**config.mk**
```make
export PLATFORM = sky130hd
export DESIGN_NAME = rep_frame_receiver_flat
export DESIGN_NICKNAME = d
export VERILOG_FILES = /design/src/rtl/rep_frame_receiver_if.sv /design/src/rtl/rep_frame_receiver.sv /design/src/flat_wrapper.sv
export SDC_FILE = /design/constraint.sdc
export NUM_CORES = 1
export LEC_CHECK = 0
export BUFFER_PORTS_ARGS = -buffer_cell sky130_fd_sc_hd__buf_2
export CAP_MARGIN = 20
export CELL_PAD_IN_SITES_DETAIL_PLACEMENT = 1
export CELL_PAD_IN_SITES_GLOBAL_PLACEMENT = 1
export CORE_MARGIN = 10
export CORE_UTILIZATION = 53
export DETAILED_ROUTE_END_ITERATION = 16
export MAX_ROUTING_LAYER = met4
export PLACE_DENSITY = 0.95
export REMOVE_ABC_BUFFERS = 1
export SLEW_MARGIN = 5
export SYNTH_ARGS = -nofsm -noshare
export SYNTH_HDL_FRONTEND = slang
export SYNTH_SLANG_ARGS = --single-unit
```
**constraint.sdc**
```tcl
create_clock -name clk -period 3 [get_ports clk]
set_input_delay 0.3 -clock clk [delete_from_list [all_inputs] [get_ports clk]]
set_output_delay 0.3 -clock clk [all_outputs]
set_load 0.02 [all_outputs]
```
**src/rtl/rep_frame_receiver_if.sv**
```systemverilog
// Channel-side symbol input and sink-side frame handshake of rep_frame_receiver.
// The slave modport is the receiver; the master modport is the channel/sink side.
interface rep_frame_receiver_if #(
    parameter int unsigned REP       = 3,
    parameter int unsigned PAYLOAD_W = 8
);
    localparam int unsigned CW = $clog2(PAYLOAD_W + 1);

    logic [REP-1:0]       data_i;
    logic                 in_valid;
    logic [PAYLOAD_W-1:0] frame_o;
    logic [CW-1:0]        corr_o;
    logic                 frame_valid;
    logic                 frame_ready;
    logic                 overflow;
    logic                 locked;

    modport master (
        output data_i, in_valid, frame_ready,
        input  frame_o, corr_o, frame_valid, overflow, locked
    );

    modport slave (
        input  data_i, in_valid, frame_ready,
        output frame_o, corr_o, frame_valid, overflow, locked
    );
endinterface

```
**src/rtl/rep_frame_receiver.sv**
```systemverilog
// Repetition-code majority decoder, sync hunter and payload framer feeding a
// first-word-fall-through frame FIFO with a valid/ready output.
module rep_frame_receiver #(
    parameter int unsigned         REP        = 3,
    parameter int unsigned         SYNC_W     = 8,
    parameter logic [SYNC_W-1:0]   SYNC_WORD  = 8'hA5,
    parameter int unsigned         PAYLOAD_W  = 8,
    parameter int unsigned         FIFO_DEPTH = 4
) (
    input  logic                   clk,
    input  logic                   reset,
    rep_frame_receiver_if.slave    bus
);
    localparam int unsigned CW = $clog2(PAYLOAD_W + 1);
    localparam int unsigned AW = $clog2(FIFO_DEPTH);
    localparam int unsigned OW = $clog2(REP + 1);
    localparam int unsigned EW = PAYLOAD_W + CW;

    typedef enum logic {HUNT, PAYLOAD} state_e;

    state_e               state_q, state_d;
    logic [SYNC_W-1:0]    hist_q, hist_d;
    logic [PAYLOAD_W-1:0] pay_q, pay_d;
    logic [CW-1:0]        bcnt_q, bcnt_d;
    logic [CW-1:0]        ccnt_q, ccnt_d;
    logic [EW-1:0]        mem_q [FIFO_DEPTH];
    logic [EW-1:0]        mem_d [FIFO_DEPTH];
    logic [AW:0]          wptr_q, wptr_d;
    logic [AW:0]          rptr_q, rptr_d;
    logic                 valid_q, valid_d;
    logic                 ovf_q, ovf_d;

    logic [OW-1:0]        ones;
    logic                 bit_dec;
    logic                 sym_corr;
    logic [SYNC_W-1:0]    hist_shift;
    logic [PAYLOAD_W-1:0] pay_shift;
    logic [CW-1:0]        ccnt_inc;
    logic                 push;
    logic                 pop;
    logic                 full;
    logic                 empty;
    logic [EW-1:0]        rd_entry;

    always_comb begin
        ones = '0;
        for (int unsigned i = 0; i < REP; i++) begin
            ones = ones + OW'(bus.data_i[i]);
        end
        bit_dec    = (ones > OW'(REP / 2));
        sym_corr   = (bus.data_i != '0) && (bus.data_i != '1);
        hist_shift = {hist_q[SYNC_W-2:0], bit_dec};
        pay_shift  = {pay_q[PAYLOAD_W-2:0], bit_dec};
        ccnt_inc   = ccnt_q + CW'(sym_corr);
    end

    // Framing: hist only shifts while hunting and is zeroed after each frame,
    // so payload bits can never contribute to the next sync match.
    always_comb begin
        state_d = state_q;
        hist_d  = hist_q;
        pay_d   = pay_q;
        bcnt_d  = bcnt_q;
        ccnt_d  = ccnt_q;
        push    = 1'b0;
        if (bus.in_valid) begin
            case (state_q)
                HUNT: begin
                    hist_d = hist_shift;
                    if (hist_shift == SYNC_WORD) begin
                        state_d = PAYLOAD;
                        bcnt_d  = '0;
                        ccnt_d  = '0;
                    end
                end
                PAYLOAD: begin
                    pay_d  = pay_shift;
                    bcnt_d = bcnt_q + CW'(1);
                    ccnt_d = ccnt_inc;
                    if (bcnt_q == CW'(PAYLOAD_W - 1)) begin
                        push    = 1'b1;
                        state_d = HUNT;
                        hist_d  = '0;
                        bcnt_d  = '0;
                        ccnt_d  = '0;
                    end
                end
                default: state_d = HUNT;
            endcase
        end
    end

    always_comb begin
        empty  = (wptr_q == rptr_q);
        full   = ((wptr_q ^ rptr_q) == {1'b1, {AW{1'b0}}});
        pop    = !empty && bus.frame_ready;
        mem_d  = mem_q;
        wptr_d = wptr_q;
        rptr_d = rptr_q;
        ovf_d  = 1'b0;
        if (pop) begin
            rptr_d = rptr_q + 1'b1;
        end
        // A pop in the same cycle frees the slot, so a full FIFO still accepts.
        if (push) begin
            if (full && !pop) begin
                ovf_d = 1'b1;
            end else begin
                mem_d[wptr_q[AW-1:0]] = {pay_shift, ccnt_inc};
                wptr_d                = wptr_q + 1'b1;
            end
        end
        valid_d = (wptr_d != rptr_d);
    end

    always_ff @(posedge clk or negedge reset) begin
        if (!reset) begin
            state_q <= HUNT;
            hist_q  <= '0;
            pay_q   <= '0;
            bcnt_q  <= '0;
            ccnt_q  <= '0;
            wptr_q  <= '0;
            rptr_q  <= '0;
            valid_q <= 1'b0;
            ovf_q   <= 1'b0;
            for (int unsigned i = 0; i < FIFO_DEPTH; i++) begin
                mem_q[i] <= '0;
            end
        end else begin
            state_q <= state_d;
            hist_q  <= hist_d;
            pay_q   <= pay_d;
            bcnt_q  <= bcnt_d;
            ccnt_q  <= ccnt_d;
            wptr_q  <= wptr_d;
            rptr_q  <= rptr_d;
            valid_q <= valid_d;
            ovf_q   <= ovf_d;
            mem_q   <= mem_d;
        end
    end

    always_comb begin
        rd_entry        = mem_q[rptr_q[AW-1:0]];
        bus.frame_o     = valid_q ? rd_entry[EW-1:CW] : '0;
        bus.corr_o      = valid_q ? rd_entry[CW-1:0] : '0;
        bus.frame_valid = valid_q;
        bus.overflow    = ovf_q;
        bus.locked      = (state_q == PAYLOAD);
    end
endmodule

```
**src/flat_wrapper.sv**
```systemverilog
// flat-port wrapper written by rule: the top's interface ports become plain ports
module rep_frame_receiver_flat 
#(
    parameter int unsigned         REP        = 3,
    parameter int unsigned         SYNC_W     = 8,
    parameter logic [SYNC_W-1:0]   SYNC_WORD  = 8'hA5,
    parameter int unsigned         PAYLOAD_W  = 8,
    parameter int unsigned         FIFO_DEPTH = 4
)
  (clk, reset, bus_data_i, bus_in_valid, bus_frame_ready, bus_frame_o, bus_corr_o, bus_frame_valid, bus_overflow, bus_locked);
  rep_frame_receiver_if #(.REP(REP), .PAYLOAD_W(PAYLOAD_W)) bus_i ();
  input  logic clk;
  input  logic reset;
  input wire logic [$bits(bus_i.data_i)-1:0] bus_data_i;
  input wire logic [$bits(bus_i.in_valid)-1:0] bus_in_valid;
  input wire logic [$bits(bus_i.frame_ready)-1:0] bus_frame_ready;
  output wire logic [$bits(bus_i.frame_o)-1:0] bus_frame_o;
  output wire logic [$bits(bus_i.corr_o)-1:0] bus_corr_o;
  output wire logic [$bits(bus_i.frame_valid)-1:0] bus_frame_valid;
  output wire logic [$bits(bus_i.overflow)-1:0] bus_overflow;
  output wire logic [$bits(bus_i.locked)-1:0] bus_locked;
  assign bus_i.data_i = bus_data_i;
  assign bus_i.in_valid = bus_in_valid;
  assign bus_i.frame_ready = bus_frame_ready;
  assign bus_frame_o = bus_i.frame_o;
  assign bus_corr_o = bus_i.corr_o;
  assign bus_frame_valid = bus_i.frame_valid;
  assign bus_overflow = bus_i.overflow;
  assign bus_locked = bus_i.locked;
  rep_frame_receiver #(.REP(REP), .SYNC_W(SYNC_W), .SYNC_WORD(SYNC_WORD), .PAYLOAD_W(PAYLOAD_W), .FIFO_DEPTH(FIFO_DEPTH)) u_core (.clk(clk), .reset(reset), .bus(bus_i));
endmodule
```
# Word-level counts from Yosys, hierarchy flattened
# Cells that the tools add are included.
# W data, S select, Z words.
# classes
bitwise_logic,5
mul,0
shifts,0
eq_ne,8
n_mux,26
order_cmp,4
addsub,6
reduce_logical,11
n_div,0
# op_table
cell,n
$bwmux W48,1
$mux W12,3
$bmux W12 S2,1
$demux W12 S2,1
$mux W4,4
$pmux W4 S2,2
$pmux W7 S2,1
$mux W3,3
$eq A8 B8 Y1 const B,1
$mux W8,1
$reduce_and A2 Y1,4
$mux W1,7
$mux W7,1
$add A3 B1 Y3 const B,2
$ge A3 B3 Y1 const B,2
$not A2 Y3,2
$add A4 B1 Y4,1
$add A4 B1 Y4 const B,1
$eq A4 B3 Y1 const B,1
$logic_and A1 B1 Y1,4
$eq A3 B3 Y1,1
$eq A3 B3 Y1 const B,1
$lt A3 B1 Y1 const B,1
$ne A3 B3 Y1,1
other kinds (11),13
# totals
output_inout_bits,15
ff_bits,79
n_memories,0
input_bits,7
latchBits,0
romBits,0
ramBits,0

# Depth between registers and ports, before layout
# logic_depth
depth_word,8
depth_mapped,7

# Least setup slack after synthesis
# Ideal clock, no wire load.
# synth_path
path_type,register -> register
start,register u_core.bcnt_q[0]
end,register u_core.mem_q[10] (netlist bit)
setup_time_ns,0.127
stages_incl_launch_ff,7
period_less_slack_ns,1.930
path_slack_ns,1.070
arrival_ns,1.803
cell_sequence,dfrtp_1 ha_1 nand3b_2 or2_1 nor3_4 buf_4 mux2_1
# synth_between
elab_chain_cells,5
# synth_rtl
element,line,source
"start, declared",rep_frame_receiver.sv:24,"logic [CW-1:0] bcnt_q, bcnt_d;"
"start signal, assigned",rep_frame_receiver.sv:134,bcnt_q <= bcnt_d;
$eq A4 B3 Y1,rep_frame_receiver.sv:80,if (bcnt_q == CW'(PAYLOAD_W - 1)) begin
$mux W1,rep_frame_receiver.sv:80,
$mux W1,rep_frame_receiver.sv:67,case (state_q)
$mux W1,rep_frame_receiver.sv:66,if (bus.in_valid) begin
$reduce_and A2 Y1 (no source line),--,
"end signal, assigned",rep_frame_receiver.sv:140,mem_q <= mem_d;
"end, declared",rep_frame_receiver.sv:26,logic [EW-1:0] mem_q [FIFO_DEPTH];
# Every way passes these cells.
# A chain may end at the register's enable or synchronous reset.

# Worst setup path after layout
# layout_path
start,register u_core.rptr_q[0]
end,output port bus_corr_o[3]
# layout_between
elab_chain_cells,5
# layout_rtl
element,line,source
"start, declared",rep_frame_receiver.sv:29,"logic [AW:0] rptr_q, rptr_d;"
"start signal, assigned",rep_frame_receiver.sv:137,rptr_q <= rptr_d;
$not A2 Y3 (implied by the code),rep_frame_receiver.sv:145,rd_entry = mem_q[rptr_q[AW-1:0]];
$bmux W12 S2,rep_frame_receiver.sv:145,
$mux W12 (implied by the code) (2 in a row),rep_frame_receiver.sv:145,
$mux W4,rep_frame_receiver.sv:147,bus.corr_o = valid_q ? rd_entry[CW-1:0] : '0;
"end, declared",flat_wrapper.sv:18,output wire logic [$bits(bus_i.corr_o)-1:0] bus_corr_o;
# Every way passes these cells. The select of a mux whose other input is x is not followed.

==> results.py <==
metrics = {
    "clock_network": {
        "cts_buffer_depth": 2,
        "cts_sinks": 79,
        "clk_latency_ps": 350,
        "postCtsSetupBuffers": 0,
        "cts_max_level": 3,
        "cts_root_buf": "clkbuf_8",
        "clk_transition_reported_paths_ps": 80,
        "ctsResizeCount": 0,
        "cts_tree": "yes",
        "postCtsHoldBufs": 0,
        "cts-buffers-inserted": 9,
    },
    "drt": {
        "final_antenna_net_count": 0,
        "dr.first_iter.drc_count": 82,
        "firstDrtPassIters": 4,
        "wl_um": 8511,
        "drc": 0,
        "vias_per_cell": 5.802,
        "wl_per_cell_um": 20.07,
        "route.vias.total": 2460,
    },
    "sta": {
        "setup_viol": 0,
        "finalHoldViolCount": 0,
        "tightest_slew_ps": 976.6,
        "finClkSkew_ps": 7.991,
        "rsz0062_at_grt": "no",
        "relSlewSlack_pct": 34.89,
        "slew_violations": 0,
        "max_freq_mhz": 405.3,
        "min_period_over_period_pct": 82.24,
        "fin_crit_ps": 2467,
        "fin_setup_tns_ps": 0,
    },
    "min_path": {
        "hold_class": "input pin to asynchronous set/reset pin",
    },
    "place": {
        "numPortBuffers": 21,
        "dpl.cell_count": 409,
        "place_congestion": 0.8778,
        "dp_hpwl_um": 5804,
    },
    "grt": {
        "grt_pass1_wl_um": 14370,
        "top_usage_layer": "met2",
        "grt_use_met1_pct": 18.98,
        "grt_max_degree": 80,
        "overflow": 0,
        "use_met2_pct": 28.65,
        "track_usage_pct": 16.72,
        "antenna_found_initial": 0,
        "first_global_vias": 2787,
        "grt_util_met3_pct": 2.948,
    },
    "synth": {
        "yosys.area_share.adder_pct": 2.968,
        "syn-cell-area_mm2": 0.003794,
        "yosys_warnings": 0,
        "avgSynthCellArea_um2": 12.48,
        "synthSimpleGateAreaFrac_pct": 13.46,
        "synth_top_area_share_pct": 52.11,
        "synthDistinctLibCells": 45,
        "synthTopCellsByArea": "dfrtp_1 52%, mux2_2 9.8%, mux4_2 5.9%",
        "ys.flop_type": "dfrtp_1",
        "muxShareOfSynthArea_pct": 18.83,
        "synth_area_leader_cell": "dfrtp_1",
        "synthArstFlopShare_pct": 100.0,
        "synth_xor_area_share_pct": 3.133,
        "yosysMostFrequentCell": "dfrtp_1",
        "yosysSeqAreaShare_pct": 52.11,
        "synth_top_family_by_area": "multiplexers",
        "synth_edf_count": 0,
        "synth_compound_area_share_pct": 6.728,
        "synth.top_cells.by_count": "79 x dfrtp_1, 38 x nand2_1, 33 x mux2_2",
        "ys_ff_latch": 79,
        "synth_cells": 304,
    },
    "finish": {
        "diodes": 0,
        "synthToLayoutAreaGrowth_pct": 9.762,
        "fillCellCount": 712,
        "fin_nets": 340,
        "instances_no_fill": 424,
        "drive_above_1_share_pct": 28.05,
    },
    "floorplanning": {
        "pin_count": 22,
        "core_area_mm2": 0.006869,
        "die-area_mm2": 0.01094,
        "die_h_um": 104.6,
        "start_util_pct": 55.23,
        "fp-row-count": 30,
        "die_x_um": 104.6,
    },
    "critical_path": {
        "crit_type": "flop to primary output",
        "end_kind": "primary output",
        "crit_arrival_ps": 2170,
        "reg2reg_setup_slack_ps": 560,
        "path_max_fanout": 11,
        "start_kind": "flop",
        "worstPathRequired_ps": 2700,
    },
    "status": {
        "status": "finished, final reports clean",
    },
    "power": {
        "ir_drop_mv": 0.4117,
        "p_per_area_mw_per_mm2": 608.8,
        "p_leak_nw": 2.033,
    },
    "flow_run": {
        "drv_cap": 0,
    },
}
sequential cells by signal (all words and copies together) (netlist names):
register,cells
u_core.rptr_q,3
u_core.hist_q,7
u_core.bus.locked,1
u_core.bcnt_q,4
u_core.pay_q,7
u_core.bus.frame_valid,1
u_core.bus.overflow,1
u_core.ccnt_q,4
u_core.mem_q,48
u_core.wptr_q,3
final cells by class:
cell class                 count  area [um2]  area share, %
inverter                       6       22.52         0.5409
clock inverter                 6       86.33          2.073
clock buffer                   9       123.9          2.975
timing repair buffer          23       122.6          2.945
multi-input combinational    205        1712          41.11
sequential                    79        1977          47.48
tap                           96       120.1          2.885
kinds of logic after synthesis:
kind of cell    Yosys count
fa+ha+maj                 9
flops                    79
xor+xnor                 11
compound gates           40
buf+inv                  20
simple gates             94
mux                      51
metrics by stage:
step	hold WS, ps	utilization (%)	area (um2)	setup slack, ps	total power, mW
finish	104.8	60.62	4164	532.9	2.535
global placement	455.9	57.56	3954	756.5	1.680
detailed placement	470.4	57.56	3954	626.8	1.705
CTS	146.0	60.62	4164	510.6	2.560
floorplan	4.409	-	3711	763.3	1.533
global route	192.7	60.62	4164	404.2	2.671
routing by layer:
| layer | wire length, um | part of all wire, % | vias up |
|---|---|---|---|
| met2 | 4456 | 52 | 29 |
| met4 | 156 | 1.8 | 0 |
| met3 | 236 | 2.8 | 13 |
| met5 | 0 | 0 | - |
| li1 | - | - | 1126 |
| met1 | 3661 | 43 | 1292 |
worst max-delay path, cell delays in order (launching register included):
cell and delay, ps:
dfrtp_1 580, buf_4 330, mux4_1 580, and2_1 170
buf_2 150
power by group:
| group | switching [mW] | internal (mW) | total, mW | leakage (nW) |
|---|---|---|---|---|
| clock | 0.396 | 0.462 | 0.859 | 0.105 |
| sequential | 0.0902 | 1.12 | 1.21 | 1.07 |
| combinational | 0.267 | 0.202 | 0.469 | 0.853 |
| total | 0.753 | 1.78 | 2.54 | 2.03 |
cell usage in the layout, fill, tap and decap left out, drive strengths merged, types with 3 or more instances in the layout:
master / synthesis / final
xor2: 4 / 4
inv: 6 / 6
nand3: 9 / 9
a22o: 9 / 9
xnor2: 7 / 7
buf: 10 / 23
o21ai: 19 / 19
and3: 4 / 4
nor2: 12 / 12
mux4: 12 / 12
clkinv: 0 / 3
and2: 13 / 13
clkbuf: 4 / 9
dfrtp: 79 / 79
o31ai: 3 / 3
nor3: 3 / 3
a21oi: 5 / 5
mux2: 37 / 37
ha: 9 / 9
nand2: 38 / 38
worst paths after layout:
check                             startpoint  cells after the start               end
max                         u_core.rptr_q[0]                      4     bus_corr_o[3]
min                                    reset                      1  u_core.mem_q[34]
max reg2reg                u_core.bus.locked                      4   u_core.mem_q[6]
min reg2reg                 u_core.mem_q[39]                      2  u_core.mem_q[39]
max in group asynchronous              reset                      1  u_core.wptr_q[1]
min in group clk               bus_data_i[1]                      3  u_core.hist_q[0]
No activity file was read; power rests on OpenSTA's default activity.
